$ cat src/rtl/fifo_pkt_formatter.sv
// fifo_pkt_formatter
//   Drains one channel FIFO into fixed-length packets. Once at least PKT_LEN
//   words are buffered (level = MAX_CNT - fifo_slack), the block requests the
//   bus. After the grant it pops PKT_LEN words and streams them out with
//   start/end markers. A packet is counted when its last word has been
//   emitted.
//
// Ports
//   clk, rst        single clock, asynchronous active-high reset
//   fifo_slack      free entries reported by the flag generator
//   fifo_dn_ready   FIFO non-empty
//   fifo_rdata      FIFO read data, valid one cycle after fifo_rd_en
//   fifo_rd_en      pop one FIFO word this cycle
//   fmt_req         bus request (a full packet is buffered)
//   fmt_grant       bus grant (pulse or level)
//   fmt_valid       fmt_data/fmt_start/fmt_end valid this cycle
//   fmt_data        packet word (holds its value while fmt_valid=0)
//   fmt_start       first word of packet
//   fmt_end         last word of packet
//   pkt_cnt         packets completed, 8-bit modulo
module fifo_pkt_formatter #(
  parameter int DATA_W        = 32,
  parameter int FIFO_PTR_WIDE = 3,
  parameter int MAX_CNT       = 8,
  parameter int PKT_LEN       = 4
) (
  input  logic                   clk,
  input  logic                   rst,
  input  logic [FIFO_PTR_WIDE:0] fifo_slack,
  input  logic                   fifo_dn_ready,
  input  logic [DATA_W-1:0]      fifo_rdata,
  output logic                   fifo_rd_en,
  output logic                   fmt_req,
  input  logic                   fmt_grant,
  output logic                   fmt_valid,
  output logic [DATA_W-1:0]      fmt_data,
  output logic                   fmt_start,
  output logic                   fmt_end,
  output logic [7:0]             pkt_cnt
);

  localparam int LW = FIFO_PTR_WIDE + 1;
  localparam int CW = $clog2(PKT_LEN + 1);

  localparam logic [LW-1:0] MAX_L  = LW'(MAX_CNT);
  localparam logic [LW-1:0] PKT_L  = LW'(PKT_LEN);
  localparam logic [CW-1:0] PKT_C  = CW'(PKT_LEN);
  localparam logic [CW-1:0] LAST_C = CW'(PKT_LEN - 1);

  typedef enum logic [1:0] {
    IDLE,
    REQ,
    SEND,
    DRAIN
  } state_t;

  state_t          state, state_nxt;
  logic [CW-1:0]   rd_cnt, rd_cnt_nxt;
  logic            req_nxt;
  logic            pkt_inc;
  logic [LW-1:0]   level;

  // Stage 1 of the read pipeline: marks that fifo_rdata carries a popped
  // word in this cycle, plus the marker flags computed at pop time.
  logic            p1_valid;
  logic            p1_start;
  logic            p1_end;

  assign level = MAX_L - fifo_slack;

  // fifo_rd_en is a decode of registered state gated by fifo_dn_ready in the
  // same cycle, so a pop can never be issued against an empty FIFO.
  always_comb begin
    state_nxt  = state;
    rd_cnt_nxt = rd_cnt;
    req_nxt    = fmt_req;
    fifo_rd_en = 1'b0;
    pkt_inc    = 1'b0;
    case (state)
      IDLE: begin
        if (level >= PKT_L) begin
          state_nxt = REQ;
          req_nxt   = 1'b1;
        end
      end
      REQ: begin
        if (fmt_grant) begin
          req_nxt    = 1'b0;
          rd_cnt_nxt = '0;
          state_nxt  = SEND;
        end
      end
      SEND: begin
        if (fifo_dn_ready && (rd_cnt < PKT_C)) begin
          fifo_rd_en = 1'b1;
          rd_cnt_nxt = rd_cnt + CW'(1);
          if (rd_cnt == LAST_C) begin
            state_nxt = DRAIN;
          end
        end
      end
      DRAIN: begin
        // Last pop has left stage 1; its word is on the output this cycle.
        if (!p1_valid) begin
          pkt_inc   = 1'b1;
          state_nxt = IDLE;
        end
      end
      default: begin
        state_nxt = IDLE;
      end
    endcase
  end

  always_ff @(posedge clk or posedge rst) begin
    if (rst) begin
      state     <= IDLE;
      rd_cnt    <= '0;
      fmt_req   <= 1'b0;
      p1_valid  <= 1'b0;
      p1_start  <= 1'b0;
      p1_end    <= 1'b0;
      fmt_valid <= 1'b0;
      fmt_data  <= '0;
      fmt_start <= 1'b0;
      fmt_end   <= 1'b0;
      pkt_cnt   <= '0;
    end else begin
      state     <= state_nxt;
      rd_cnt    <= rd_cnt_nxt;
      fmt_req   <= req_nxt;
      p1_valid  <= fifo_rd_en;
      p1_start  <= fifo_rd_en && (rd_cnt == '0);
      p1_end    <= fifo_rd_en && (rd_cnt == LAST_C);
      fmt_valid <= p1_valid;
      fmt_start <= p1_valid && p1_start;
      fmt_end   <= p1_valid && p1_end;
      if (p1_valid) begin
        fmt_data <= fifo_rdata;
      end
      if (pkt_inc) begin
        pkt_cnt <= pkt_cnt + 8'd1;
      end
    end
  end

endmodule

$ cat config.mk
export PLATFORM = sky130hd
export DESIGN_NAME = fifo_pkt_formatter
export DESIGN_NICKNAME = d
export VERILOG_FILES = /design/src/rtl/fifo_pkt_formatter.sv
export SDC_FILE = /design/constraint.sdc
export NUM_CORES = 1
export LEC_CHECK = 0
export ABC_AREA = 1
export CORE_MARGIN = 5
export CORE_UTILIZATION = 43
export DETAILED_ROUTE_END_ITERATION = 7
export PLACE_DENSITY = 0.79
export SYNTH_ARGS = -nofsm -noshare
export SYNTH_HDL_FRONTEND = slang
export SYNTH_SLANG_ARGS = --single-unit
$ cat constraint.sdc
create_clock -name clk -period 1.9 [get_ports clk]
set_input_delay 0.475 -clock clk [delete_from_list [all_inputs] [get_ports clk]]
set_output_delay 0.475 -clock clk [all_outputs]
set_load 0.05 [all_outputs]
Word level (Yosys, flattened, before mapping)
Index checks and enable logic that the tools add are counted.
Widths: inputs -> output; s select.

operators by class
  $add $sub $neg = 3
  $mul = 0
  divide/modulo/power cells = 0
  magnitude comparators = 2
  equality and inequality tests = 9
  shifts and indexed selects = 0
  mux-type cells = 16
  bitwise logic cells = 0
  reduce and logical (&&, ||, !) cells = 12

operators by type and width
  kind                 number
  $mux 2               5
  $ne 2x2->1 const B   5
  $add 8x1->8 const B  1
  $pmux 2 s4           1
  $mux 1               6
  $mux 3               2
  $pmux 3 s2           1
  $reduce_and 3->1     2
  $logic_and 1x1->1    5
  $reduce_and 5->1     1
  $eq 2x2->1 const B   2
  $ge 4x3->1 const B   1
  $reduce_bool 2->1    2
  $sub 4x4->4 const A  1
  $add 3x1->3 const B  1
  $eq 3x2->1 const B   1
  $logic_not 3->1      1
  $lt 3x3->1 const B   1
  $eq 2x1->1 const B   1
  $logic_not 2->1      1
  $pmux 1 s2           1

word-level totals
  flip-flop bits (word level) = 52
  bits in latches = 0
  memory bits (writable) = 0
  memory bits (read-only) = 0
  input bits = 40
  output and inout bits = 45
  word-level logic and storage cells = 53
  memories kept = 0

Logic depth before layout (Yosys ltp)
Gate-level depths: netlist of the first run.

  depth after elaboration = 5
  mapped depth = 8
  gate-level depth less buffers = 8

Least setup slack after synthesis of the first run
No wires, ideal clock.

  kind = reg2out
  start point = register state[0]
  end point = output port fifo_rd_en
  arrival time = 1.179 ns
  data required time = 1.425 ns
  path slack = 0.246 ns
  stages on the path, launching flop included = 5
  buffers on the path = 0
  cell sequence = dfrtp_1 inv_1 ha_1 nand3_1 clkinv_1

between the ends
  cells in the longest elaborated chain, start to end = 2

ends and longest elaborated chain
  element                 RTL line  RTL
  start, declared         57        state_t state, state_nxt;
  start signal, assigned  129       state <= state_nxt;
  $eq 2x2->1              79        case (state)
  $mux 1                  79
  end, declared           32        output logic fifo_rd_en,

No other way between the ends.

Worst setup path after layout of the first run
  start point = register state[1]
  end point = output port fifo_rd_en

The elaborated chain is that of the path after synthesis.

==> run_results.csv, run 1 <==
group,metric,value,unit
floorplan,start_util,43.8,%
placed_design,place_congestion,0.843,
synth,synth_nets,295,
critical_path,rrSetupSlack,0.49,ns
placed_design,port-buffer-count,84,
critical_path,cp_max_fo,5,
sta,fmaxAchievable,557,MHz
placed_design,dp_cells,397,
critical_path,crit_buf_inv,2,
grt,grt_first_pass_wirelength,8110,um
clock_tree,clkTransAtPathRegs,0.09,ns
route,postRouteAntennaNets,0,
worst_hold_path,hold_path_class,"flip-flop to flip-flop",
cells_and_area,stdcell_area,3160,um^2
critical_path,start_kind,"flip-flop",
grt,gr-usage-all-layers,15.8,%
critical_path,crit_path_cell_trace,"ha_4 > nand3_1 > clkinv_2 > buf_12",
route,wl_per_cell,12.2,um
synth,ys_top_cells_by_area,"dfrtp_1, nand2_1, ha_1",
cells_and_area,final_nets,383,
grt,grt_start_max_net_pins,53,
pwr,vdd_drop_max,1.19,mV
critical_path,required,1.42,ns
synth,ys_ff_latch,52,
route,drt_iter0_markers,92,
route,route.detailed.drc,0,
clock_tree,clk_latency,0.29,ns
synth,netlist_instances,247,
critical_path,endpoint_kind,"output port",
clock_tree,cts_tree,"yes",
placed_design,place_area,3030,um^2
floorplan,die_x,81.7,um
critical_path,cp_slowest_cell,"dfrtp_1",
sta,fin_crit,1.79,ns
grt,grt_pass1_vias,1738,
placed_design,hpwl,3580,um
floorplan,die_y,81.7,um
synth,synth-seq-area-share,58.9,%
floorplan,coreArea,5040,um^2
clock_tree,clk_path_buf_depth,2,
critical_path,arrival,1.32,ns
sta,hold_viol,0,
sta,tightestPinTransition,0.367,ns
route,dr.pass1.iters,4,
flow_run,maxCapViolCount,0,
route,via_per_inst,4.38,
sta,max-slew-margin-rel,75.5,%
critical_path,cpLargestDelayFamily,"flip-flops",
cells_and_area,antenna_cells,0,
floorplan,io_pins,85,
sta,maxSlewViolCount,0,
cells_and_area,drive_gt1_share,19.6,%
grt,overflow,0,
pwr,p_leak,1.66,nW
status,status,"complete, no violations",
sta,finalCritPeriodShare,94.5,%
sta,rsz0062_at_grt,"no",
pwr,p_per_area,1880,nW/um^2
synth,ys.warnings.count,0,
clock_tree,h-tree-depth,2,
synth,synthesis.area,2210,um^2
cells_and_area,fill_cells,457,
route,drt_wl_total,4940,um
critical_path,critPathKind,"flip-flop to output port",
route,via_count,1778,
clock_tree,numCtsBuffers,5,
sta,fin_tns_setup,0,ns
floorplan,dieArea,6670,um^2
grt,antenna_found_initial,0,
floorplan,fp-row-count,26,
sta,setup_viol,0,
synth,synth.avg_cell_area,8.95,um^2
sta,fin_worst_skew,0.00418,ns
cells_and_area,finalNonFillerCells,406,
critical_path,cp_slowest_stage_delay,0.45,ns
cells_and_area,area_growth,43.0,%
synth,synth_cell_types,23,
clock_tree,clock_sinks,52,
synth,yosysTopAreaCell,"dfrtp_1",
synth,synth_top_area_share,58.9,%
clock_tree,cts_root_buf,"clkbuf_8",
==> path summary, 6_finish.rpt <==
check                                startpoint                        to  cells past startpoint
max                        state[1]$_DFFE_PP0P_                fifo_rd_en                      4
min                            p1_end$_DFF_PP0_         fmt_end$_DFF_PP0_                      2
max reg2reg                state[0]$_DFFE_PP0P_      state[0]$_DFFE_PP0P_                      8
min reg2reg                    p1_end$_DFF_PP0_         fmt_end$_DFF_PP0_                      2
max in group asynchronous                   rst    pkt_cnt[3]$_DFFE_PP0P_                      3
min in group asynchronous                   rst  fmt_data[17]$_DFFE_PP0P_                      3
==> metrics by stage <==
stage / hold slack (ns) / util, % / setup WS [ns] / power [mW]
CTS: 0.445 / 62.4 / 0.0201 / 6.00
finish: 0.441 / 62.7 / 0.105 / 5.94
global route: 0.463 / 62.7 / 0.0143 / 6.36
global placement: 0.421 / 60.1 / 0.116 / 5.16
floorplan: 0.374 / - / 0.167 / 4.18
detailed placement: 0.424 / 60.1 / 0.0647 / 5.23
==> report_power, final <==
group / leakage (nW) / internal, mW / switching, mW
Sequential: 0.655 / 1.57 / 0.291
Combinational: 0.954 / 1.02 / 2.31
Clock: 0.0552 / 0.391 / 0.342
==> cell type report <==
cell class,instances,area [um^2],area share (%)
sequential,52,1300,41.2
tap,70,87.6,2.77
multi-input combinational,167,796,25.2
clock inverter,2,35.0,1.11
timing repair buffer,88,783,24.8
clock buffer,6,72.6,2.30
inverter,21,85.1,2.69
==> placed cells by master, fill, tap and decap left out <==
| master | netlist | layout |
|---|---|---|
| dfrtp_1 | 52 | 52 |
| mux2_1 | 1 | 1 |
| xor2_1 | 1 | 1 |
| a21oi_1 | 1 | 1 |
| ha_4 | 0 | 1 |
| a21oi_2 | 1 | 1 |
| inv_2 | 0 | 1 |
| clkdlybuf4s50_1 | 0 | 39 |
| buf_4 | 0 | 47 |
| o21a_1 | 1 | 1 |
| nor3_1 | 1 | 1 |
| nor2_4 | 2 | 2 |
| nor2_1 | 6 | 6 |
| inv_1 | 19 | 18 |
| nand2_4 | 1 | 1 |
| or2_2 | 1 | 1 |
| buf_12 | 0 | 2 |
| clkinv_4 | 1 | 1 |
| o21ai_1 | 4 | 4 |
| clkbuf_1 | 0 | 1 |
| nand3_1 | 7 | 7 |
| bufinv_16 | 0 | 1 |
| clkinv_2 | 0 | 2 |
| clkbuf_8 | 0 | 5 |
| nand2_1 | 126 | 126 |
| o21ai_0 | 1 | 1 |
| nand2_2 | 1 | 1 |
| xnor2_1 | 4 | 4 |
| ha_1 | 8 | 7 |
==> kinds of logic after synthesis <==
| kind of cell | Yosys count | share of synthesized area (%) |
|---|---|---|
| AND/OR/NAND/NOR | 145 | 26.3 |
| flip-flops | 52 | 58.9 |
| buffers and inverters | 28 | 5.66 |
| AO/OA/AOI/OAI | 8 | 2.09 |
| adder cells (fa/ha/maj) | 8 | 4.53 |
| XOR/XNOR | 5 | 1.98 |
| multiplexers | 1 | 0.510 |
==> registers in the layout, indices dropped and copies added (netlist names) <==
register   count
fmt_data      32
pkt_cnt        8
rd_cnt         3
state          2
fmt_end        1
fmt_req        1
fmt_start      1
fmt_valid      1
p1_end         1
p1_start       1
p1_valid       1
==> tightest hold or removal path: stages, from the launching register on <==
cell and delay, ns:
dfrtp_1 0.33, nand2_1 0.05, inv_1 0.04
==> per-layer routing <==
| metal | global-route usage, % | wire length [um] | up-vias |
|---|---|---|---|
| met1 | 20.2 | 2220 | 810 |
| met2 | 27.4 | 2410 | 50 |
| li1 | - | - | 916 |
| met3 | 4.06 | 288 | 2 |
| met5 | 0 | 0 | - |
| met4 | 2.99 | 16 | 0 |
==> repair_timing <==
item / CTS / global route
hold buffers: 0 / 0
setup endpoints to repair: 1 / 1
resized for setup: 1 / 2
setup buffers: 1 / 0
==> cells in the mapped netlist, drive strengths merged <==
cell type and number:
nor3 1, buf 7, nand3 7, o21ai 5, clkinv 2, dfrtp 52
nor2 8, or2 1, xor2 1, mux2 1, inv 19, nand2 128
xnor2 4, o21a 1, a21oi 2, ha 8
(Power assumes the default switching activity.)
==> inputs of run 2 (changes only) <==
- CORE_ASPECT_RATIO: default -> 1.75
==> run 2 against run 1 <==
Net effect:
- design area is 1.3% lower
- register-to-register slack worse by 0.13 ns
- global-route usage hardly changed
==> run_results.csv, run 2 (synthesis results as in run 1) <==
group,metric,value,unit
critical_path,arrival,1.35,ns
worst_hold_path,hold_path_class,"flip-flop to flip-flop",
sta,maxSlewViolCount,0,
placed_design,hpwl,3950,um
critical_path,critPathKind,"flip-flop to output port",
pwr,p_leak,1.66,nW
sta,setup_viol,0,
placed_design,place_congestion,0.823,
cells_and_area,largest_register_ffs,32,
floorplan,die_y,105,um
critical_path,endpoint_kind,"output port",
pwr,intPower,2.84,mW
grt,grt_start_max_net_pins,34,
floorplan,die_x,64.2,um
sta,rsz0062_at_grt,"no",
grt,grt_first_pass_wirelength,8560,um
clock_tree,clk_latency,0.30,ns
worst_hold_path,hold_end,"fmt_start$_DFF_PP0_",
critical_path,start_kind,"flip-flop",
route,via_per_inst,4.64,
pwr,pwr-share-seq,32.4,%
grt,overflow,0,
cells_and_area,finalNonFillerCells,390,
clock_tree,cts_root_buf,"clkbuf_8",
floorplan,fp-row-count,34,
worst_hold_path,min_from,"p1_start$_DFF_PP0_",
grt,antenna_found_initial,0,
floorplan,start_util,44.4,%
sta,fin_worst_skew,0.00661,ns
clock_tree,cts_hold_buffers,0,
flow_run,maxCapViolCount,0,
clock_tree,h-tree-depth,2,
sta,fin_tns_setup,0,ns
status,status,"complete, no violations",
pwr,finalPower,5.79,mW
cells_and_area,antenna_cells,0,
route,route.detailed.drc,0,
route,via_count,1811,
clock_tree,clk_path_buf_depth,2,
cells_and_area,fill_cells,444,
critical_path,r2r-start,"p1_valid$_DFF_PP0_",
critical_path,required,1.42,ns
clock_tree,cts_tree,"yes",
pwr,clkPwrFrac,10.1,%
clock_tree,clock_sinks,52,
placed_design,dp_cells,382,
sta,tightestPinTransition,0.414,ns
sta,fin_ws,0.0771,ns
cells_and_area,final_common_cell,"nand2_1",
sta,hold_slack,0.436,ns
clock_tree,clkTransAtPathRegs,0.08,ns
pwr,comb_power_share,57.5,%
sta,hold_viol,0,
floorplan,io_pins,85,
placed_design,post-place-ws,0.0771,ns
cells_and_area,final_nets,384,
route,wl_per_cell,13.0,um
sta,fmaxAchievable,549,MHz
critical_path,worstReg2RegEnd,"pkt_cnt[1]$_DFFE_PP0P_",
cells_and_area,drive_gt1_share,19.6,%
sta,fin_crit,1.82,ns
sta,finalCritPeriodShare,95.9,%
pwr,power.switching,2.95,mW
cells_and_area,final_cell_mix,"nand2_1, dfrtp_1, buf_4",
cells_and_area,reg_top3,"fmt_data: 32 flops, pkt_cnt: 8 flops, rd_cnt: 3 flops",
cells_and_area,area_growth,41.2,%
route,drt_iter0_markers,92,
pwr,switching_share,50.9,%
route,dr.pass1.iters,4,
cells_and_area,largest_register,"fmt_data",
sta,max-slew-margin-rel,72.4,%
placed_design,port-buffer-count,84,
pwr,p_per_area,1860,nW/um^2
grt,gr-usage-all-layers,15.8,%
floorplan,dieArea,6730,um^2
pwr,vdd_drop_max,1.42,mV
critical_path,rrSetupSlack,0.36,ns
route,drt_wl_total,5070,um
clock_tree,numCtsBuffers,5,
grt,grt_pass1_vias,1812,
critical_path,r2r_cells,3,
worst_hold_path,hold_path_depth,2,
floorplan,coreArea,4980,um^2
critical_path,cp_max_fo,5,
route,postRouteAntennaNets,0,
## run 2: final cells by class
type	instances	area (um^2)	share of cell area [%]
Clock buffer	6	72.6	2.33
Clock inverter	1	5.00	0.160
Inverter	21	85.1	2.73
Multi-Input combinational cell	167	786	25.2
Sequential cell	52	1300	41.7
Tap cell	54	67.6	2.17
Timing Repair Buffer	89	803	25.7
## run 2: routing by layer
| metal | wire (um) | vias to the layer above | track usage (%) |
|---|---|---|---|
| met5 | 0 | - | 0 |
| met4 | 96 | 0 | 5.68 |
| met3 | 350 | 8 | 3.87 |
| met2 | 2810 | 55 | 28.7 |
| met1 | 1810 | 830 | 17.3 |
| li1 | - | 918 | - |
## run 2: how the worst max path moves through the flow
stage	to	slack, ns	start
final	fifo_rd_en	0.08	state[0]$_DFFE_PP0P_
after global routing	fifo_rd_en	0.01	state[0]$_DFFE_PP0P_
after CTS	fifo_rd_en	0.02	state[0]$_DFFE_PP0P_
after detailed placement	fifo_rd_en	0.08	fifo_dn_ready
after global placement	fifo_rd_en	0.11	fifo_dn_ready
after floorplan	fmt_data[0]$_DFFE_PP0P_	0.17	rst
## run 2: through the flow
| stage | util [%] | instance area (um^2) |
|---|---|---|
| floorplan | - | 2210 |
| global placement | 60.9 | 3030 |
| detailed placement | 60.9 | 3030 |
| CTS | 62.6 | 3120 |
| global route | 62.7 | 3120 |
| finish | 62.7 | 3120 |
## run 2: worst max-delay path, stage by stage, from the launching register on
cell,delay [ns]
dfrtp_1,0.40
inv_1,0.09
ha_2,0.23
nand3_1,0.12
clkinv_2,0.09
buf_12,0.13
## run 2: repair_timing
| item | 4_1_cts | 5_1_grt |
|---|---|---|
| pin swaps | 0 | 0 |
| gates resized for setup | 1 | 1 |
| buffers inserted | 1 | 0 |
| endpoints found under the setup margin | 1 | 1 |
| gates cloned | 0 | 0 |
## run 2: power groups by stage
stage / sequential, mW / combinational (mW) / clock (mW)
after global placement: 1.88 / 3.29 / 0
final: 1.88 / 3.33 / 0.584
after detailed placement: 1.90 / 3.35 / 0
after global routing: 1.94 / 3.57 / 0.654
after CTS: 1.88 / 3.38 / 0.610
after floorplan: 3.28 / 0.908 / 0
